## config.mk

```make
export PLATFORM = sky130hd
export DESIGN_NAME = pc_sequencer
export DESIGN_NICKNAME = d
export VERILOG_FILES = /design/src/rtl/pc_sequencer_pkg.sv /design/src/rtl/pc_ret_stack.sv /design/src/rtl/pc_sequencer.sv
export SDC_FILE = /design/constraint.sdc
export NUM_CORES = 1
export LEC_CHECK = 0
export ABC_AREA = 1
export CORE_MARGIN = 4
export CORE_UTILIZATION = 25
export DETAILED_ROUTE_END_ITERATION = 10
export PLACE_DENSITY = 0.5
export SYNTH_ARGS = -nofsm -noshare
export SYNTH_HDL_FRONTEND = slang
export SYNTH_SLANG_ARGS = --single-unit
export TNS_END_PERCENT = 10
```

## constraint.sdc

```tcl
create_clock -name i_clk -period 3.6 [get_ports i_clk]
set_clock_uncertainty 0.15 [all_clocks]
set_input_delay 0.54 -clock i_clk [delete_from_list [all_inputs] [get_ports i_clk]]
set_output_delay 0.54 -clock i_clk [all_outputs]
set_load 0.02 [all_outputs]
```

## src/rtl/pc_sequencer_pkg.sv

```systemverilog
// Shared definitions for the PC sequencer: word width, FSM state
// encodings and the decoder's instruction classes.
package pc_sequencer_pkg;

    localparam int WORD_W = 16;

    typedef enum logic [2:0] {
        ST_FETCH  = 3'd0,
        ST_DECODE = 3'd1,
        ST_EXEC   = 3'd2,
        ST_MEM    = 3'd3,
        ST_WB     = 3'd4,
        ST_HALT   = 3'd5
    } state_t;

    typedef enum logic [2:0] {
        OP_ALU    = 3'd0,
        OP_LOAD   = 3'd1,
        OP_STORE  = 3'd2,
        OP_BRANCH = 3'd3,
        OP_JUMP   = 3'd4,
        OP_CALL   = 3'd5,
        OP_RET    = 3'd6,
        OP_HALT   = 3'd7
    } opclass_t;

    // Control-flow classes retire in EXEC; everything else continues.
    function automatic logic is_ctrl_flow(input opclass_t op);
        return (op == OP_BRANCH) || (op == OP_JUMP) ||
               (op == OP_CALL)   || (op == OP_RET);
    endfunction

endpackage

```

## src/rtl/pc_ret_stack.sv

```systemverilog
// Return-address stack used by CALL/RET. Callers must not push when
// full or pop when empty; both are ignored here as a safeguard.
module pc_ret_stack
    import pc_sequencer_pkg::*;
#(
    parameter int DEPTH = 8
) (
    input  logic              i_clk,
    input  logic              i_reset,
    input  logic              i_push,
    input  logic              i_pop,
    input  logic [WORD_W-1:0] i_din,
    output logic [WORD_W-1:0] o_top,
    output logic              o_full,
    output logic              o_empty
);

    localparam int PTR_W = $clog2(DEPTH);

    logic [WORD_W-1:0] r_mem [DEPTH];
    logic [PTR_W:0]    r_count;
    logic [PTR_W-1:0]  w_wr_idx;
    logic [PTR_W-1:0]  w_top_idx;
    logic              w_do_push;
    logic              w_do_pop;

    assign w_wr_idx  = r_count[PTR_W-1:0];
    assign w_top_idx = w_wr_idx - PTR_W'(1);
    assign o_full    = (r_count == (PTR_W+1)'(DEPTH));
    assign o_empty   = (r_count == '0);
    assign o_top     = r_mem[w_top_idx];
    assign w_do_push = i_push && !o_full;
    assign w_do_pop  = i_pop && !o_empty && !i_push;

    always_ff @(posedge i_clk or posedge i_reset) begin
        if (i_reset) begin
            r_count <= '0;
        end else if (w_do_push) begin
            r_count <= r_count + (PTR_W+1)'(1);
        end else if (w_do_pop) begin
            r_count <= r_count - (PTR_W+1)'(1);
        end
    end

    // Storage needs no reset: entries above the count are never read.
    always_ff @(posedge i_clk) begin
        if (w_do_push) begin
            r_mem[w_wr_idx] <= i_din;
        end
    end

endmodule

```

## src/rtl/pc_sequencer.sv

```systemverilog
// Multi-cycle instruction sequencer: steps FETCH/DECODE/EXEC/MEM/WB and
// produces the next PC, including a return-address stack for CALL/RET.
module pc_sequencer
    import pc_sequencer_pkg::*;
#(
    parameter logic [15:0] RESET_VECTOR = 16'h0000,
    parameter int          STACK_DEPTH  = 8
) (
    input  logic        i_clk,
    input  logic        i_reset,
    input  logic [2:0]  i_opclass,
    input  logic        i_branch_taken,
    input  logic [15:0] i_target,
    input  logic [15:0] i_pc_cur,
    output logic        o_pc_en,
    output logic [15:0] o_pc_next,
    output logic        o_ir_en,
    output logic [2:0]  o_stage,
    output logic        o_halted,
    output logic        o_stk_ovf,
    output logic        o_stk_unf
);

    state_t            r_state;
    opclass_t          r_op;
    logic              r_stk_ovf;
    logic              r_stk_unf;

    logic [WORD_W-1:0] w_pc_inc;
    logic [WORD_W-1:0] w_stk_top;
    logic              w_stk_full;
    logic              w_stk_empty;
    logic              w_push;
    logic              w_pop;
    logic              w_retire;

    assign w_pc_inc = i_pc_cur + 16'd1;

    always_ff @(posedge i_clk or posedge i_reset) begin
        if (i_reset) begin
            r_state   <= ST_FETCH;
            r_op      <= OP_ALU;
            r_stk_ovf <= 1'b0;
            r_stk_unf <= 1'b0;
        end else begin
            case (r_state)
                ST_FETCH: begin
                    r_state <= ST_DECODE;
                end
                ST_DECODE: begin
                    r_op    <= opclass_t'(i_opclass);
                    r_state <= (opclass_t'(i_opclass) == OP_HALT) ? ST_HALT : ST_EXEC;
                end
                ST_EXEC: begin
                    if (r_op == OP_CALL && w_stk_full) begin
                        r_stk_ovf <= 1'b1;
                    end
                    if (r_op == OP_RET && w_stk_empty) begin
                        r_stk_unf <= 1'b1;
                    end
                    if (is_ctrl_flow(r_op)) begin
                        r_state <= ST_FETCH;
                    end else if (r_op == OP_LOAD || r_op == OP_STORE) begin
                        r_state <= ST_MEM;
                    end else begin
                        r_state <= ST_WB;
                    end
                end
                ST_MEM: begin
                    r_state <= (r_op == OP_LOAD) ? ST_WB : ST_FETCH;
                end
                ST_WB: begin
                    r_state <= ST_FETCH;
                end
                ST_HALT: begin
                    r_state <= ST_HALT;
                end
                default: begin
                    r_state <= ST_FETCH;
                end
            endcase
        end
    end

    // An instruction retires (and loads the PC) in the last state of its path.
    assign w_retire = ((r_state == ST_EXEC) && is_ctrl_flow(r_op)) ||
                      ((r_state == ST_MEM)  && (r_op == OP_STORE)) ||
                      (r_state == ST_WB);

    assign w_push = (r_state == ST_EXEC) && (r_op == OP_CALL) && !w_stk_full;
    assign w_pop  = (r_state == ST_EXEC) && (r_op == OP_RET)  && !w_stk_empty;

    always_comb begin
        o_pc_next = w_pc_inc;
        if (i_reset) begin
            o_pc_next = RESET_VECTOR;
        end else begin
            case (r_op)
                OP_BRANCH: o_pc_next = i_branch_taken ? i_target : w_pc_inc;
                OP_JUMP:   o_pc_next = i_target;
                OP_CALL:   o_pc_next = i_target;
                OP_RET:    o_pc_next = w_stk_empty ? w_pc_inc : w_stk_top;
                default:   o_pc_next = w_pc_inc;
            endcase
        end
    end

    // Reset forces a PC load every edge so the PC register takes the vector.
    assign o_pc_en   = i_reset | w_retire;
    assign o_ir_en   = (r_state == ST_FETCH) && !i_reset;
    assign o_halted  = (r_state == ST_HALT);
    assign o_stage   = r_state;
    assign o_stk_ovf = r_stk_ovf;
    assign o_stk_unf = r_stk_unf;

    pc_ret_stack #(
        .DEPTH (STACK_DEPTH)
    ) u_ret_stack (
        .i_clk   (i_clk),
        .i_reset (i_reset),
        .i_push  (w_push),
        .i_pop   (w_pop),
        .i_din   (w_pc_inc),
        .o_top   (w_stk_top),
        .o_full  (w_stk_full),
        .o_empty (w_stk_empty)
    );

endmodule

```

======== Word level (Yosys, flattened, before mapping) ========
Memory sizes are Yosys's and may differ from the RTL's.
Index checks and enable logic that the tools add are counted.
storage, ports and cells
  flip-flop bits (word level) ............. 12
  memory bits (writable) .................. 128
  output and inout bits ................... 24
  memories ................................ 1
memory list
  memory             words  bits a word  read ports  clocked after memory_dff  write ports  line                RTL
  u_ret_stack.r_mem  8      16           1           0                         1            pc_ret_stack.sv:20  logic [WORD_W-1:0] r_mem [DEPTH];
operators by class
  $add $sub $neg .......................... 4
  equal/unequal tests ..................... 13
  multiplexer cells ....................... 13
  bitwise operators ....................... 1
  reductions and logical operators ........ 28
operators by type and width
  kind                   count
  $mux 16                3
  $pmux 16 s3            1
  $eq 3x3->1 const B     6
  $add 16x1->16 const B  1
  $pmux 3 s5             1
  $eq 3x2->1 const B     4
  $logic_and 1x1->1      12
  $mux 3                 4
  $mux 4                 2
  $eq 3x1->1 const B     2
  $logic_or 1x1->1       6
  $add 4x1->4 const B    1
  $eq 4x4->1 const B     1
  $logic_not 1->1        4
  $logic_not 4->1        1
  $reduce_and 2->1       2
  $sub 4x1->4 const B    1
  $logic_not 3->1        1
  $sub 3x1->3 const B    1
  $mux 1                 2
  $reduce_bool 2->1      1
  $reduce_or 2->1        1
  $or 1x1->1             1

======== Logic depth before layout (Yosys ltp) ========
  word-level depth ........................ 8
  mapped depth ............................ 15
  mapped depth without buffers ............ 12

======== Cells and area by module ========
A second synthesis with hierarchy kept.
second synthesis, totals
  cells, all modules ...................... 726
  area, all modules ....................... 6852.8 µm²
modules (own cells, without submodules)
  module        instances  cells an instance  area each (µm²)  seq. area each (µm²)
  pc_ret_stack  1          469                5429.0           3943.8
  pc_sequencer  1          257                1423.9           200.2

======== Worst setup path after synthesis ========
No wires, ideal clock.
  path type ............................... register -> register
  from .................................... reg u_ret_stack.r_count[0]
  to ...................................... mem u_ret_stack.r_mem[4][0], enable pin
  library setup time ...................... 0.409 ns
  arrival time ............................ 2.494 ns
  setup slack ............................. 0.547 ns
  cell stages (with the launch flop) ...... 10
  cells stage by stage .................... dfrtp_1 buf_4 inv_4 buf_2 ha_1 nand3_1 nand2_1 inv_1 nand2_1 nor3_1
between the ends
  cells in the longest elaborated chain, start to end .. 6
RTL lines
  item                          line                                    RTL
  start: declaration            pc_ret_stack.sv:21                      logic [PTR_W:0] r_count;
  start signal: assignment      pc_ret_stack.sv:39                      r_count <= r_count + (PTR_W+1)'(1);
  start signal: assignment      pc_ret_stack.sv:41                      r_count <= r_count - (PTR_W+1)'(1);
  $eq 4x4->1                    pc_ret_stack.sv:29                      assign o_full = (r_count == (PTR_W+1)'(DEPTH));
  $logic_not 1->1               pc_ret_stack.sv:32, pc_sequencer.sv:90
  $logic_and 1x1->1             pc_sequencer.sv:90                      assign w_push = (r_state == ST_EXEC) && (r_op == OP_CALL) && !w_stk_full;
  $logic_and 1x1->1             pc_ret_stack.sv:32                      assign w_do_push = i_push && !o_full;
  $mux 1                        pc_ret_stack.sv:47                      if (w_do_push) begin
  $mux 1 (implied by the code)  pc_ret_stack.sv:48                      r_mem[w_wr_idx] <= i_din;
  end: declaration              pc_ret_stack.sv:20
Parallel ways exist; a longest one is shown, timed or not.

======== Worst setup path in the final report ========
  from .................................... in i_pc_cur[4]
  to ...................................... out o_pc_next[7]
between the ends
  cells in the longest elaborated chain, start to end .. 4
  elaborated cells on any way between the ends .. 5
  classes of those cells .................. 1 x add/sub; 4 x mux
RTL lines
  item                               line                                     RTL
  start: declaration                 pc_sequencer.sv:14                       input logic [15:0] i_pc_cur,
  $add 16x1->16 (*)                  pc_sequencer.sv:37                       assign w_pc_inc = i_pc_cur + 16'd1;
  net u_ret_stack.i_din[7]           pc_ret_stack.sv:12                       input logic [WORD_W-1:0] i_din,
  $mux 16, on equally long branches  pc_sequencer.sv:102, pc_sequencer.sv:99
  $pmux 16 s3 (*)                    pc_sequencer.sv:98                       case (r_op)
  $mux 16 (*)                        pc_sequencer.sv:95                       if (i_reset) begin
  end: declaration                   pc_sequencer.sv:16                       output logic [15:0] o_pc_next,
The timed path passes the listed nets; every way through them passes the cells marked *.

==> flow_metrics.py <==
metrics = {
    "drt": {
        "drtIter0Drc": 276,
        "wl_per_cell_um": 16.2,
        "ant_nets": 0,
        "dr_wl_met2_mm": 8.56,
        "vias_per_cell": 4.37,
        "met3_length_um": 699,
        "drc": 0,
        "dr.max_layer_used": "met4",
        "vias": 5082,
        "met1_length_mm": 9.36,
        "routed_wl_mm": 18.8,
        "dr.pass1.iters": 5,
    },
    "yosys": {
        "synthCells": 719,
        "avgSynthCellArea_sq_um": 9.44,
        "syn_area_sq_mm": 0.00679,
        "synth_edf_count": 128,
        "synth_area_leaders": "edfxtp_1 57%, nand2_1 13%, nand3_1 5.8%",
        "yosys_warnings": 0,
        "synth_cell_types": 33,
        "syn-num-nets": 763,
        "yosysMostFrequentCell": "nand2_1",
        "synth_top_area_share_pct": 56.6,
        "synth-main-ff-cell": "edfxtp_1",
        "yosysSeqAreaShare_pct": 61.1,
        "ys_ff_latch": 140,
        "async_flop_share_pct": 8.57,
        "synthTopCellsByCount": "238 x nand2_1, 128 x edfxtp_1, 98 x nor2_1, 78 x nand3_1, 42 x inv_1",
        "yosys.area.top_type": "edfxtp_1",
    },
    "floorplanning": {
        "die_h_um": 173,
        "io_pins": 62,
        "initial_utilization_pct": 25.3,
        "die_w_um": 173,
        "rows": 60,
        "core_area_sq_mm": 0.0268,
        "die-area_sq_mm": 0.0298,
    },
    "setup_path": {
        "cp_slowest_cell": "clkdlybuf4s50_1",
        "crit_chain": "clkdlybuf4s50_1, nand2_2, nor2_2, nand2_1, xor2_1, buf_4, nand2_1, nand3_1, nand2_1, inv_1, clkdlybuf4s50_1",
        "worst_setup_path_start_kind": "input pin",
        "critPathCaptureType": "output port",
        "crit_top_cell": "nand2_1",
        "critPathKind": "in -> out",
        "arrival_ns": 2.79,
        "cpPeakStageDelay_ns": 0.60,
        "crit_required_ns": 2.91,
        "critPathMaxFanout": 3,
    },
    "cells_and_area": {
        "nets": 855,
        "area_delta_synth_final_pct": 27.0,
        "fin_util_pct": 32.2,
        "drive_gt1_share_pct": 12.3,
        "nFillCells": 2724,
        "n_antenna_cell": 0,
    },
    "placed_design": {
        "dpl.hpwl_mm": 12.2,
        "port_buffers": 61,
        "gp_congestion": 0.774,
        "dp_slack_ns": 0.0817,
    },
    "clock_tree": {
        "clk_pin_slew_ns": 0.06,
        "clkLatencyLatePin_ns": 0.42,
        "cts-root-buf": "clkbuf_16",
        "cts_sinks": 140,
        "h-tree-depth": 4,
        "cts_tree": "done",
        "numCtsBuffers": 17,
        "clockBufferDepth": 2,
    },
    "sta": {
        "period_needed_ns": 3.48,
        "max_slew.worst_pin.slew_ns": 0.611,
        "fin_ws_ns": 0.116,
        "setup_viol": 0,
        "slew_violations": 0,
        "fin_hold_ws_ns": 0.326,
        "fmax_mhz": 287,
        "relSlewSlack_pct": 59.3,
        "final-hold-violation-count": 0,
        "finalCritPeriodShare_pct": 96.8,
        "rsz0062_at_grt": "true",
    },
    "global_route": {
        "antenna_found_initial": 0,
        "grt_pass1_vias": 5038,
        "grt_start_max_net_pins": 71,
        "grt_pass1_wl_mm": 29.4,
        "grt.overflow.total": 0,
        "grtUsageTotal_pct": 12.7,
    },
    "worst_hold_path": {
        "min_path_type": "reg -> reg",
    },
    "pwr": {
        "max-vdd-ir-drop_mv": 0.397,
        "leakagePower_nw": 3.53,
        "power.density_mw_per_mm2": 746,
    },
    "flow_run": {
        "drv_cap": 0,
    },
    "status": {
        "status": "finished, final reports clean",
    },
}
-- through the flow --
step	TNS (ns)	area, sq um	power [mW]	std cells
global route	-0.0284	8620	6.90	1164
detailed placement	0	8010	4.80	1133
global placement	0	8010	4.81	1133
finish	0	8620	6.43	1164
CTS	0	8570	6.47	1164
floorplan	0	6790	3.87	719
-- cell usage in the layout (no fill, tap or decap), drive strengths merged, types with 2 or more instances in the layout --
master,n
o21ai,31
xnor2,2
dlymetal6s2s,9
a21oi,7
nor2,106
nand3,83
nor3,9
bufinv,2
nand2,242
clkbuf,19
clkinv,8
dfrtp,12
ha,5
inv,48
xor2,7
clkdlybuf4s50,51
edfxtp,128
buf,39
clkinvlp,2
nand4,6
-- kinds of logic (layout without fill, tap and decap cells) --
group                    Yosys count  count (layout)  synth area share [%]
flip-flops                       140             140                  61.1
buffers and inverters             75             179                  5.13
AO/OA/AOI/OAI                     42              42                  3.24
adder cells (fa/ha/maj)            6               6                  1.22
XOR/XNOR                           9               9                  1.16
AND/OR/NAND/NOR                  447             447                  28.2
-- critical path, delay by kind of cell --
kind                      cells  cell delay, ns
buffers and inverters         4            1.41
and+or+nand+nor               6            0.60
xor gates and xnor gates      1            0.25
-- layer usage --
| metal | up-vias | GRT usage, % |
|---|---|---|
| li1 | 2574 | - |
| met1 | 2382 | 18.1 |
| met2 | 110 | 19.9 |
| met3 | 16 | 2.49 |
| met4 | 0 | 3.72 |
| met5 | - | 0 |
-- area by class of cell --
| class | count | area [sq um] | share of cell area, % |
|---|---|---|---|
| clock buffers | 19 | 433 | 5.02 |
| clock inverters | 12 | 125 | 1.45 |
| inverters | 48 | 193 | 2.24 |
| multi-input cells | 504 | 2350 | 27.2 |
| flip-flops and latches | 140 | 4150 | 48.1 |
| well taps | 341 | 427 | 4.95 |
| repair buffers | 100 | 948 | 11.0 |
-- flip-flops by register name, indices dropped and copies added, names as in the netlist --
name                 flops
u_ret_stack.r_mem      128
u_ret_stack.r_count      4
o_stage                  3
r_op                     3
o_stk_ovf                1
o_stk_unf                1
-- power breakdown --
group	switching [mW]	total (mW)	leakage, nW	internal, mW
logic	1.88	2.83	1.96	0.946
registers	0.0890	1.95	1.30	1.86
clock network	0.648	1.66	0.270	1.01
total	2.62	6.43	3.53	3.81
-- what timing repair did --
item / 4_1_cts / 5_1_grt
setup buffers: 0 / 0
hold buffers: 0 / 0
endpoints found under the setup margin: 3 / 15
resized for setup: 3 / 16
-- worst paths after layout --
check | start | end | slack [ns] | depth (start not counted)
worst min register to register | o_stk_ovf$_DFFE_PP0P_ | o_stk_ovf$_DFFE_PP0P_ | 0.33 | 2
worst max-delay path | i_pc_cur[4] | o_pc_next[7] | 0.12 | 11
worst min-delay path | o_stk_ovf$_DFFE_PP0P_ | o_stk_ovf$_DFFE_PP0P_ | 0.33 | 2
min in group asynchronous | i_reset | r_op[1]$_DFFE_PP0P_ | 0.63 | 3
max in group asynchronous | i_reset | u_ret_stack.r_count[0]$_DFFE_PP0P_ | 2.49 | 3
worst max register to register | u_ret_stack.r_count[0]$_DFFE_PP0P_ | u_ret_stack.r_mem[7][14]$_DFFE_PP_ | 1.04 | 8
Note: power is estimated with default switching activity, not from simulation.
